**src/rtl/decode_pkg.sv**
```systemverilog
// Shared types and encodings for the Simple RISC Machine decode stage.
package decode_pkg;

   localparam logic [2:0] OPC_BRANCH = 3'b001;
   localparam logic [2:0] OPC_LDR    = 3'b011;
   localparam logic [2:0] OPC_STR    = 3'b100;
   localparam logic [2:0] OPC_ALU    = 3'b101;
   localparam logic [2:0] OPC_MOV    = 3'b110;
   localparam logic [2:0] OPC_HALT   = 3'b111;

   localparam logic [1:0] OP_CMP     = 2'b01;
   localparam logic [1:0] OP_MVN     = 2'b11;
   localparam logic [1:0] OP_MOV_IMM = 2'b10;
   localparam logic [1:0] OP_MOV_SH  = 2'b00;
   localparam logic [1:0] OP_MEM     = 2'b00;

   typedef enum logic [1:0] {IDLE, RD0, RD1, DONE} dec_state_t;

   typedef enum logic [1:0] {SEL_RN, SEL_RM, SEL_RD} reg_sel_t;

   typedef struct packed {
      logic [1:0] n_reads;
      reg_sel_t   first_sel;
      reg_sel_t   second_sel;
      logic       wr_needed;
      reg_sel_t   wr_sel;
      logic       illegal;
   } dec_class_t;

   // Rn operands land in the A latch, everything else in B.
   function automatic logic sel_tag(input reg_sel_t sel);
      return (sel != SEL_RN);
   endfunction

endpackage

```
**src/rtl/decode_classify.sv**
```systemverilog
// Combinational opcode/op classifier; shared with the hazard unit.
// DECODE_ILLEGAL_TRAP_EN: flag unsupported encodings instead of decoding them as NOP.
module decode_classify
   import decode_pkg::*;
(
   input  logic [2:0] opcode,
   input  logic [1:0] op,
   output dec_class_t cls
);

`ifdef DECODE_ILLEGAL_TRAP_EN
   localparam logic TRAP = 1'b1;
`else
   localparam logic TRAP = 1'b0;
`endif

   // A one-read instruction always uses second_sel, since it reads only in RD1.
   always_comb begin
      cls.n_reads    = 2'd0;
      cls.first_sel  = SEL_RN;
      cls.second_sel = SEL_RN;
      cls.wr_needed  = 1'b0;
      cls.wr_sel     = SEL_RD;
      cls.illegal    = 1'b0;
      case (opcode)
         OPC_ALU: begin
            if (op == OP_MVN) begin
               cls.n_reads    = 2'd1;
               cls.second_sel = SEL_RM;
               cls.wr_needed  = 1'b1;
            end else begin
               cls.n_reads    = 2'd2;
               cls.second_sel = SEL_RM;
               cls.wr_needed  = (op != OP_CMP);
            end
         end
         OPC_MOV: begin
            if (op == OP_MOV_IMM) begin
               cls.wr_needed = 1'b1;
               cls.wr_sel    = SEL_RN;
            end else if (op == OP_MOV_SH) begin
               cls.n_reads    = 2'd1;
               cls.second_sel = SEL_RM;
               cls.wr_needed  = 1'b1;
            end else begin
               cls.illegal = TRAP;
            end
         end
         OPC_LDR: begin
            if (op == OP_MEM) begin
               cls.n_reads   = 2'd1;
               cls.wr_needed = 1'b1;
            end else begin
               cls.illegal = TRAP;
            end
         end
         OPC_STR: begin
            if (op == OP_MEM) begin
               cls.n_reads    = 2'd2;
               cls.second_sel = SEL_RD;
            end else begin
               cls.illegal = TRAP;
            end
         end
         OPC_BRANCH, OPC_HALT: ;
         default: cls.illegal = TRAP;
      endcase
   end

endmodule

```
**src/rtl/decode_stage.sv**
```systemverilog
// Handshaked decode stage: sequences register reads and holds decode fields for execute.
// DECODE_ILLEGAL_TRAP_EN: drives illegal=1 for unsupported encodings; otherwise illegal stays 0.
module decode_stage
   import decode_pkg::*;
#(
   parameter int DATA_W    = 16,
   parameter int REG_IDX_W = 3
) (
   input  logic                 clk,
   input  logic                 reset_n,
   input  logic                 in_valid,
   output logic                 in_ready,
   input  logic [15:0]          instruction,
   output logic                 rd_en,
   output logic [REG_IDX_W-1:0] readnum,
   output logic                 rd_tag,
   output logic                 out_valid,
   input  logic                 out_ready,
   output logic [2:0]           opcode,
   output logic [1:0]           op,
   output logic [1:0]           alu_op,
   output logic [1:0]           shift,
   output logic [2:0]           cond,
   output logic [DATA_W-1:0]    sximm5,
   output logic [DATA_W-1:0]    sximm8,
   output logic [REG_IDX_W-1:0] writenum,
   output logic                 wr_needed,
   output logic                 illegal
);

   dec_state_t           state, nxt;
   dec_class_t           cls_in;
   logic                 acc;
   logic [REG_IDX_W-1:0] first_num, second_num, rd1_num_q;
   logic                 rd1_tag_q;

   function automatic logic [REG_IDX_W-1:0] sel_idx(input reg_sel_t sel, input logic [2:0] rn,
                                                      input logic [2:0] rm, input logic [2:0] rd);
      logic [REG_IDX_W-1:0] r;
      r = '0;
      case (sel)
         SEL_RN:  r[2:0] = rn;
         SEL_RM:  r[2:0] = rm;
         default: r[2:0] = rd;
      endcase
      return r;
   endfunction

   function automatic logic signed [DATA_W-1:0] sext5(input logic [4:0] f);
      return {{(DATA_W-5){f[4]}}, f};
   endfunction

   function automatic logic signed [DATA_W-1:0] sext8(input logic [7:0] f);
      return {{(DATA_W-8){f[7]}}, f};
   endfunction

   function automatic dec_state_t entry_state(input logic [1:0] n_reads);
      case (n_reads)
         2'd2:    return RD0;
         2'd1:    return RD1;
         default: return DONE;
      endcase
   endfunction

   decode_classify u_classify (
      .opcode (instruction[15:13]),
      .op     (instruction[12:11]),
      .cls    (cls_in)
   );

   assign in_ready   = (state == IDLE) | ((state == DONE) & out_ready);
   assign acc        = in_valid & in_ready;
   assign first_num  = sel_idx(cls_in.first_sel,  instruction[10:8], instruction[2:0], instruction[7:5]);
   assign second_num = sel_idx(cls_in.second_sel, instruction[10:8], instruction[2:0], instruction[7:5]);

   always_comb begin
      nxt = state;
      case (state)
         IDLE:    if (acc) nxt = entry_state(cls_in.n_reads);
         RD0:     nxt = RD1;
         RD1:     nxt = DONE;
         DONE: begin
            if (acc)            nxt = entry_state(cls_in.n_reads);
            else if (out_ready) nxt = IDLE;
         end
         default: nxt = IDLE;
      endcase
   end

   always_ff @(posedge clk or negedge reset_n) begin
      if (!reset_n) state <= IDLE;
      else          state <= nxt;
   end

   // Read port and handshake strobes follow the next state, so they align with RD0/RD1/DONE.
   always_ff @(posedge clk or negedge reset_n) begin
      if (!reset_n) begin
         rd_en     <= 1'b0;
         out_valid <= 1'b0;
         readnum   <= '0;
         rd_tag    <= 1'b0;
         rd1_num_q <= '0;
         rd1_tag_q <= 1'b0;
         opcode    <= '0;
         op        <= '0;
         alu_op    <= '0;
         shift     <= '0;
         cond      <= '0;
         sximm5    <= '0;
         sximm8    <= '0;
         writenum  <= '0;
         wr_needed <= 1'b0;
         illegal   <= 1'b0;
      end else begin
         rd_en     <= (nxt == RD0) | (nxt == RD1);
         out_valid <= (nxt == DONE);
         if (nxt == RD0) begin
            readnum <= first_num;
            rd_tag  <= sel_tag(cls_in.first_sel);
         end else if (nxt == RD1) begin
            readnum <= acc ? second_num : rd1_num_q;
            rd_tag  <= acc ? sel_tag(cls_in.second_sel) : rd1_tag_q;
         end
         if (acc) begin
            rd1_num_q <= second_num;
            rd1_tag_q <= sel_tag(cls_in.second_sel);
            opcode    <= instruction[15:13];
            op        <= instruction[12:11];
            alu_op    <= instruction[12:11];
            shift     <= instruction[4:3];
            cond      <= instruction[10:8];
            sximm5    <= sext5(instruction[4:0]);
            sximm8    <= sext8(instruction[7:0]);
            writenum  <= sel_idx(cls_in.wr_sel, instruction[10:8], instruction[2:0], instruction[7:5]);
            wr_needed <= cls_in.wr_needed;
            illegal   <= cls_in.illegal;
         end
      end
   end

endmodule

```
**config.mk**
```make
export PLATFORM = sky130hd
export DESIGN_NAME = decode_stage
export DESIGN_NICKNAME = d
export VERILOG_FILES = /design/src/rtl/decode_pkg.sv /design/src/rtl/decode_classify.sv /design/src/rtl/decode_stage.sv
export SDC_FILE = /design/constraint.sdc
export NUM_CORES = 1
export LEC_CHECK = 0
export CORE_AREA = 2 2 69 71
export CTS_CLUSTER_DIAMETER = 120
export DETAILED_ROUTE_END_ITERATION = 10
export DIE_AREA = 0 0 71 73
export PLACE_DENSITY = 0.77
export SYNTH_ARGS = -nofsm -noshare
export SYNTH_HDL_FRONTEND = slang
export SYNTH_SLANG_ARGS = --single-unit
```
**constraint.sdc**
```tcl
create_clock -name clk -period 3.05 [get_ports clk]
set_clock_uncertainty 0.2 [all_clocks]
set_input_delay 0.4575 -clock clk [delete_from_list [all_inputs] [get_ports clk]]
set_output_delay 0.4575 -clock clk [all_outputs]
set_load 0.005 [all_outputs]
```
==> results_dict.tcl <==
set metrics [dict create \
    status "finished, final reports clean" \
    rows 25 \
    vias 1361 \
    clock.fmax_mhz 377.5 \
    start_util_pct 39.26 \
    synthesis.nets 192 \
    h-tree-depth 2 \
    startpoint_type "input port" \
    dp_hpwl_mm 2.957 \
    synth_area_mm2 0.001780 \
    coreArea_mm2 0.004536 \
    grt_use_total_pct 15.91 \
    ys_seq_area_share_pct 44.98 \
    holdBufCountCts 0 \
    clk_path_buf_depth 2 \
    finalCriticalPeriod_ns 2.649 \
    avgSynthCellArea_um2 10.47 \
    path_class "input port to flop" \
    port_buffers 74 \
    wl_mm 3.876 \
    area_growth_pct 39.35 \
    path_clk_slew_ns 0.06 \
    finalSetupViolations 0 \
    fin_nets 245 \
    path_max_fanout 6 \
    drc_errors 0 \
    grt_max_degree 33 \
    syn_inst 170 \
    cts_tree "done" \
    n_antenna_cell 0 \
    finalMaxSlewViolations 0 \
    cts_root_buffer "clkbuf_8" \
    synth_edf_count 0 \
    rsz0062_at_grt "false" \
    ys_types 38 \
    cts_setup_buffers 0 \
    r2r-start "state[0]" \
    r2r_slack_ns 0.76 \
    finalHoldViolations 0 \
    fp.dieW_um 71 \
    setup.worst_path.end "readnum[0]" \
    overflow 0 \
    first_pass_iters 4 \
    drv_cap 0 \
    critPathArrivalTime_ns 2.60 \
    utilization_pct 54.70 \
    ant_nets 0 \
    synthFlopType "dfrtp_1" \
    worstMarginPinSlew_ns 0.5633 \
    cp-end-kind "flop" \
    drive_gt1_share_pct 18.39 \
    layout_commonest_cell "clkdlybuf4s50_1" \
    max_slew_margin_pct 62.10 \
    cts_resized 0 \
    hold_path.class "flop to flop" \
    clk_latency_ns 0.28 \
    grt_pass1_wl_mm 6.334 \
    ys_async_sr_fraction_pct 100.0 \
    fin_crit_sh_pct 86.86 \
    yosysWarnings 0 \
    final_cell_mix "clkdlybuf4s50_1, dfrtp_1, mux2_2" \
    dieArea_mm2 0.005183 \
    ios 76 \
    post_drt_wl_per_cell_um 13.99 \
    critPathLaunch "instruction[13]" \
    power.density_mw_per_mm2 749.5 \
    cts_sinks 32 \
    peakVddDrop_mv 0.3600 \
    first_global_vias 1350 \
    ys_ff_latch 32 \
    gp_congestion 0.8081 \
    antenna_found_initial 0 \
    die_h_um 73 \
    crit_required_ns 3.00 \
    p_leak_nw 1.074 \
    avgViaCountPerCell 4.913 \
    cts_buffers 5 \
    rr_endpoint "readnum[0]" \
    drt_iter0_markers 29 \
    finalSetupTns_ns 0 \
    r2r_cells 8 \
]
## metal layers
layer  vias to the layer above  track usage (%)  wire [µm]
met4                         0            5.031         55
li1                        657                -          -
met3                         6            5.663        282
met1                       651            19.04       1695
met2                        47            26.90       1843
met5                         -                0          0
## power by group
| group | switching (mW) | internal (mW) | leakage, nW |
|---|---|---|---|
| Sequential | 0.102 | 0.576 | 0.378 |
| Clock | 0.147 | 0.155 | 0.0410 |
| Combinational | 0.275 | 0.605 | 0.655 |
| Total | 0.524 | 1.34 | 1.07 |
## flip-flops by register name, indices dropped and copies added (netlist names), 2 cells and up
name       cells
sximm5         3
writenum       3
cond           3
state          2
sximm8         4
opcode         3
readnum        3
alu_op         2
rd1_num_q      3
## synth_stat cells (3+ instances only)
| master | number | share of area (%) |
|---|---|---|
| dfrtp_1 | 32 | 45 |
| buf_4 | 29 | 12 |
| mux2_2 | 16 | 10 |
| nand2_1 | 12 | 2.5 |
| a21oi_1 | 8 | 2.2 |
| o21ai_0 | 7 | 2.0 |
| and3_1 | 6 | 2.1 |
| inv_1 | 6 | 1.3 |
| buf_2 | 4 | 1.1 |
| clkbuf_1 | 4 | 0.84 |
| nor2_1 | 4 | 0.84 |
| a31oi_1 | 3 | 1.1 |
| mux2i_1 | 3 | 1.7 |
| nand2b_1 | 3 | 1.1 |
| nor3b_1 | 3 | 1.3 |
| nor4_1 | 3 | 1.1 |
## how the worst min path moves through the flow
stage / end / startpoint / depth (start not counted) / slack, ns
2_1_floorplan: alu_op[0] / reset_n / 0 / -0.04
3_3_place_gp: writenum[2] / writenum[2] / 2 / 0.26
3_5_place_dp: wr_needed / wr_needed / 2 / 0.28
4_1_cts: readnum[0] / readnum[0] / 2 / 0.30
5_1_grt: readnum[1] / readnum[1] / 2 / 0.31
6_report: rd_tag / rd_tag / 2 / 0.30
## metrics by stage
stage | instances | area (µm²) | total power [mW] | hold WS, ns | setup WS (ns)
after CTS | 277 | 2481 | 1.885 | 0.2983 | 0.4161
after global placement | 270 | 2404 | 1.557 | 0.2648 | 0.1709
after global routing | 277 | 2481 | 1.980 | 0.3107 | 0.2715
after floorplan | 170 | 1780 | 1.124 | -0.03809 | 0.3506
after detailed placement | 270 | 2404 | 1.577 | 0.2826 | 0.1138
final | 277 | 2481 | 1.860 | 0.2978 | 0.4006
## cell type report
class | instances | area [µm²]
clock inverters | 1 | 5.005
fillers | 414 | 2054
well taps | 54 | 67.56
inverters | 6 | 22.52
clock buffers | 6 | 72.57
multi-input cells | 94 | 696.9
repair buffers | 84 | 815.8
flip-flops and latches | 32 | 800.8
## kinds of logic after synthesis
| kind of cell | after synthesis | share of synthesized area, % |
|---|---|---|
| AOI/OAI and AO/OA | 26 | 9.768 |
| xor gates and xnor gates | 1 | 0.4920 |
| adders and majority gates | 3 | 1.967 |
| buffers and inverters | 44 | 16.09 |
| DFF | 32 | 44.98 |
| muxes | 19 | 11.81 |
| other | 1 | 0.2106 |
| and+or+nand+nor | 44 | 14.69 |
## critical path, cell delays in order
cell	delay, ns
clkdlybuf4s50_1	0.46
xnor2_1	0.15
or3_1	0.37
a31oi_1	0.17
a21oi_1	0.09
ha_1	0.39
inv_1	0.10
and3_1	0.19
a21oi_1	0.15
o41ai_2	0.09
Note: power is estimated with default switching activity, not from simulation.
==> RTL change, RTL diff (config.mk and constraints unchanged) <==
`DATA_W`: 16 -> 24.
--- a/src/rtl/decode_stage.sv
+++ b/src/rtl/decode_stage.sv
@@ -3,7 +3,7 @@
 module decode_stage
    import decode_pkg::*;
 #(
-   parameter int DATA_W    = 16,
+   parameter int DATA_W    = 24,
    parameter int REG_IDX_W = 3
 ) (
    input  logic                 clk,
Ports: changed (resized sximm5 and sximm8); port bits go from 76 to 92. No check against the original RTL was run, so the function may have changed too.
==> RTL change against the unedited design <==
Power increased by 11%. Combinational power increased by 17%. Sequential power increased by 3%. Design area increased by 6.8%. Setup slack improved by 0.052 ns. Sequential cell count unchanged. Routed wire length increased by 4.4%. Synthesized area increased by 6.7%. Critical endpoint is now readnum[2]$_DFFE_PN0P_. Largest cell class unchanged. Highest routed layer unchanged.
==> RTL change: results (changes against the unedited design) <==
| Metric | Value |
|---|---|
| All-Layer GR Usage | `0.164 (was 0.159)` |
| Leakage | `1.14 nW (was 1.07 nW)` |
| Relative slew slack | `0.633 (was 0.621)` |
| Detailed placement HPWL | `3110 µm (was 2960 µm)` |
| DR vias/cell | `4.92 (was 4.91)` |
| Routed wire length | `4050 µm (was 3880 µm)` |
| Hold endpoint | `opcode[0]$_DFFE_PN0N_ (was rd_tag$_DFFE_PN0P_)` |
| RR Endpoint | `readnum[2]$_DFFE_PN0P_ (was readnum[0]$_DFFE_PN0P_)` |
| Dominant cells by area after synthesis | `dfrtp_1, buf_4, mux2_2 (unchanged)` |
| M1 WL | `1730 µm (was 1700 µm)` |
| M1 GR Usage | `0.209 (was 0.190)` |
| I/O Buffers | `90 (was 74)` |
| Cell area after placement | `2560 µm² (was 2400 µm²)` |
| Drt initial violations | `46 (was 29)` |
| Register area share after synthesis | `0.421 (was 0.450)` |
| GR Layer Usage met3 | `0.0525 (was 0.0566)` |
| Longest Clk Path Bufs | `2 (unchanged)` |
| Outcome | `complete, no violations (unchanged)` |
| R2R setup slack | `0.85 ns (was 0.76 ns)` |
| First-pass GRT wire length | `6600 µm (was 6330 µm)` |
| Share of cells above drive strength 1 | `0.176 (was 0.184)` |
| Crit path DAT | `2.55 ns (was 2.60 ns)` |
| Post-DR wirelength/cell | `13.8 µm (was 14.0 µm)` |
| Fin nets | `260 (was 245)` |
| Vias in the first global route | `1,359 (was 1,350)` |
| Synth Area per Inst | `10.2 µm² (was 10.5 µm²)` |
| Post-synth top cells | `buf_4, dfrtp_1, mux2_2, nand2_1, a21oi_1 (was dfrtp_1, buf_4, mux2_2, nand2_1, a21oi_1)` |
| Hold_sp | `opcode[0]$_DFFE_PN0N_ (was rd_tag$_DFFE_PN0P_)` |
| VDD IR-drop max | `0.366 mV (was 0.360 mV)` |
| RD Place Congestion | `0.895 (was 0.808)` |
| Critical-path maximum fanout | `8 (was 6)` |
[RTL change: cell types whose count changed after synthesis, sizes merged]
cell and change:
buf +16
[RTL change: stage by stage]
stage	power [W]	worst slack [ns]	hold WS [ns]
2_1_floorplan	0.00126	0.351	-0.0381
3_3_place_gp	0.00173	0.206	0.263
3_5_place_dp	0.00176	0.151	0.275
4_1_cts	0.00210	0.474	0.289
5_1_grt	0.00221	0.337	0.312
6_report	0.00207	0.453	0.281
[RTL change: worst max-delay path, stage by stage]
cell and delay (ns):
clkdlybuf4s50_1 0.53, nor2b_1 0.29, nand4_1 0.16, a31oi_1 0.18, a21oi_1 0.09, ha_1 0.32
buf_4 0.17, and2_1 0.13, a31oi_1 0.12, o21ai_0 0.09
[RTL change: power by group through the flow]
stage / Combinational, W / Clock [W] / Sequential, W
2_1_floorplan: 0.000560 / 0 / 0.000703
3_3_place_gp: 0.00103 / 0 / 0.000699
3_5_place_dp: 0.00105 / 0 / 0.000708
4_1_cts: 0.00105 / 0.000348 / 0.000701
5_1_grt: 0.00111 / 0.000372 / 0.000728
6_report: 0.00103 / 0.000340 / 0.000695
[RTL change: area by class of cell]
type                            count  area (µm²)  area share
Tap cell                           54        67.6      0.0255
Clock buffer                        6        82.6      0.0312
Clock inverter                      2        10.0     0.00378
Sequential cell                    32         801       0.302
Inverter                            6        22.5     0.00850
Multi-Input combinational cell     94         697       0.263
Timing Repair Buffer               99         968       0.366
[RTL change: kinds of logic (layout without fill, tap and decap cells)]
logic type                 after synthesis  in the layout  share of synthesized area
AOI/OAI and AO/OA                       26             26                     0.0915
xor gates and xnor gates                 1              1                    0.00461
adders and majority gates                3              3                     0.0184
buffers and inverters                   60            113                      0.214
DFF                                     32             32                      0.421
muxes                                   19             19                      0.111
other                                    1              1                    0.00197
and+or+nand+nor                         44             44                      0.138
[RTL change: how the worst max path moves through the flow]
| stage | from | endpoint | slack [ns] | depth (start not counted) |
|---|---|---|---|---|
| 6_report | instruction[15] | readnum[2]$_DFFE_PN0P_ | 0.45 | 10 |
| 5_1_grt | instruction[15] | readnum[2]$_DFFE_PN0P_ | 0.34 | 10 |
| 4_1_cts | instruction[11] | readnum[2]$_DFFE_PN0P_ | 0.47 | 10 |
| 3_5_place_dp | instruction[11] | readnum[2]$_DFFE_PN0P_ | 0.15 | 10 |
| 3_3_place_gp | instruction[15] | readnum[2]$_DFFE_PN0P_ | 0.21 | 10 |
| 2_1_floorplan | instruction[13] | readnum[0]$_DFFE_PN0P_ | 0.35 | 11 |
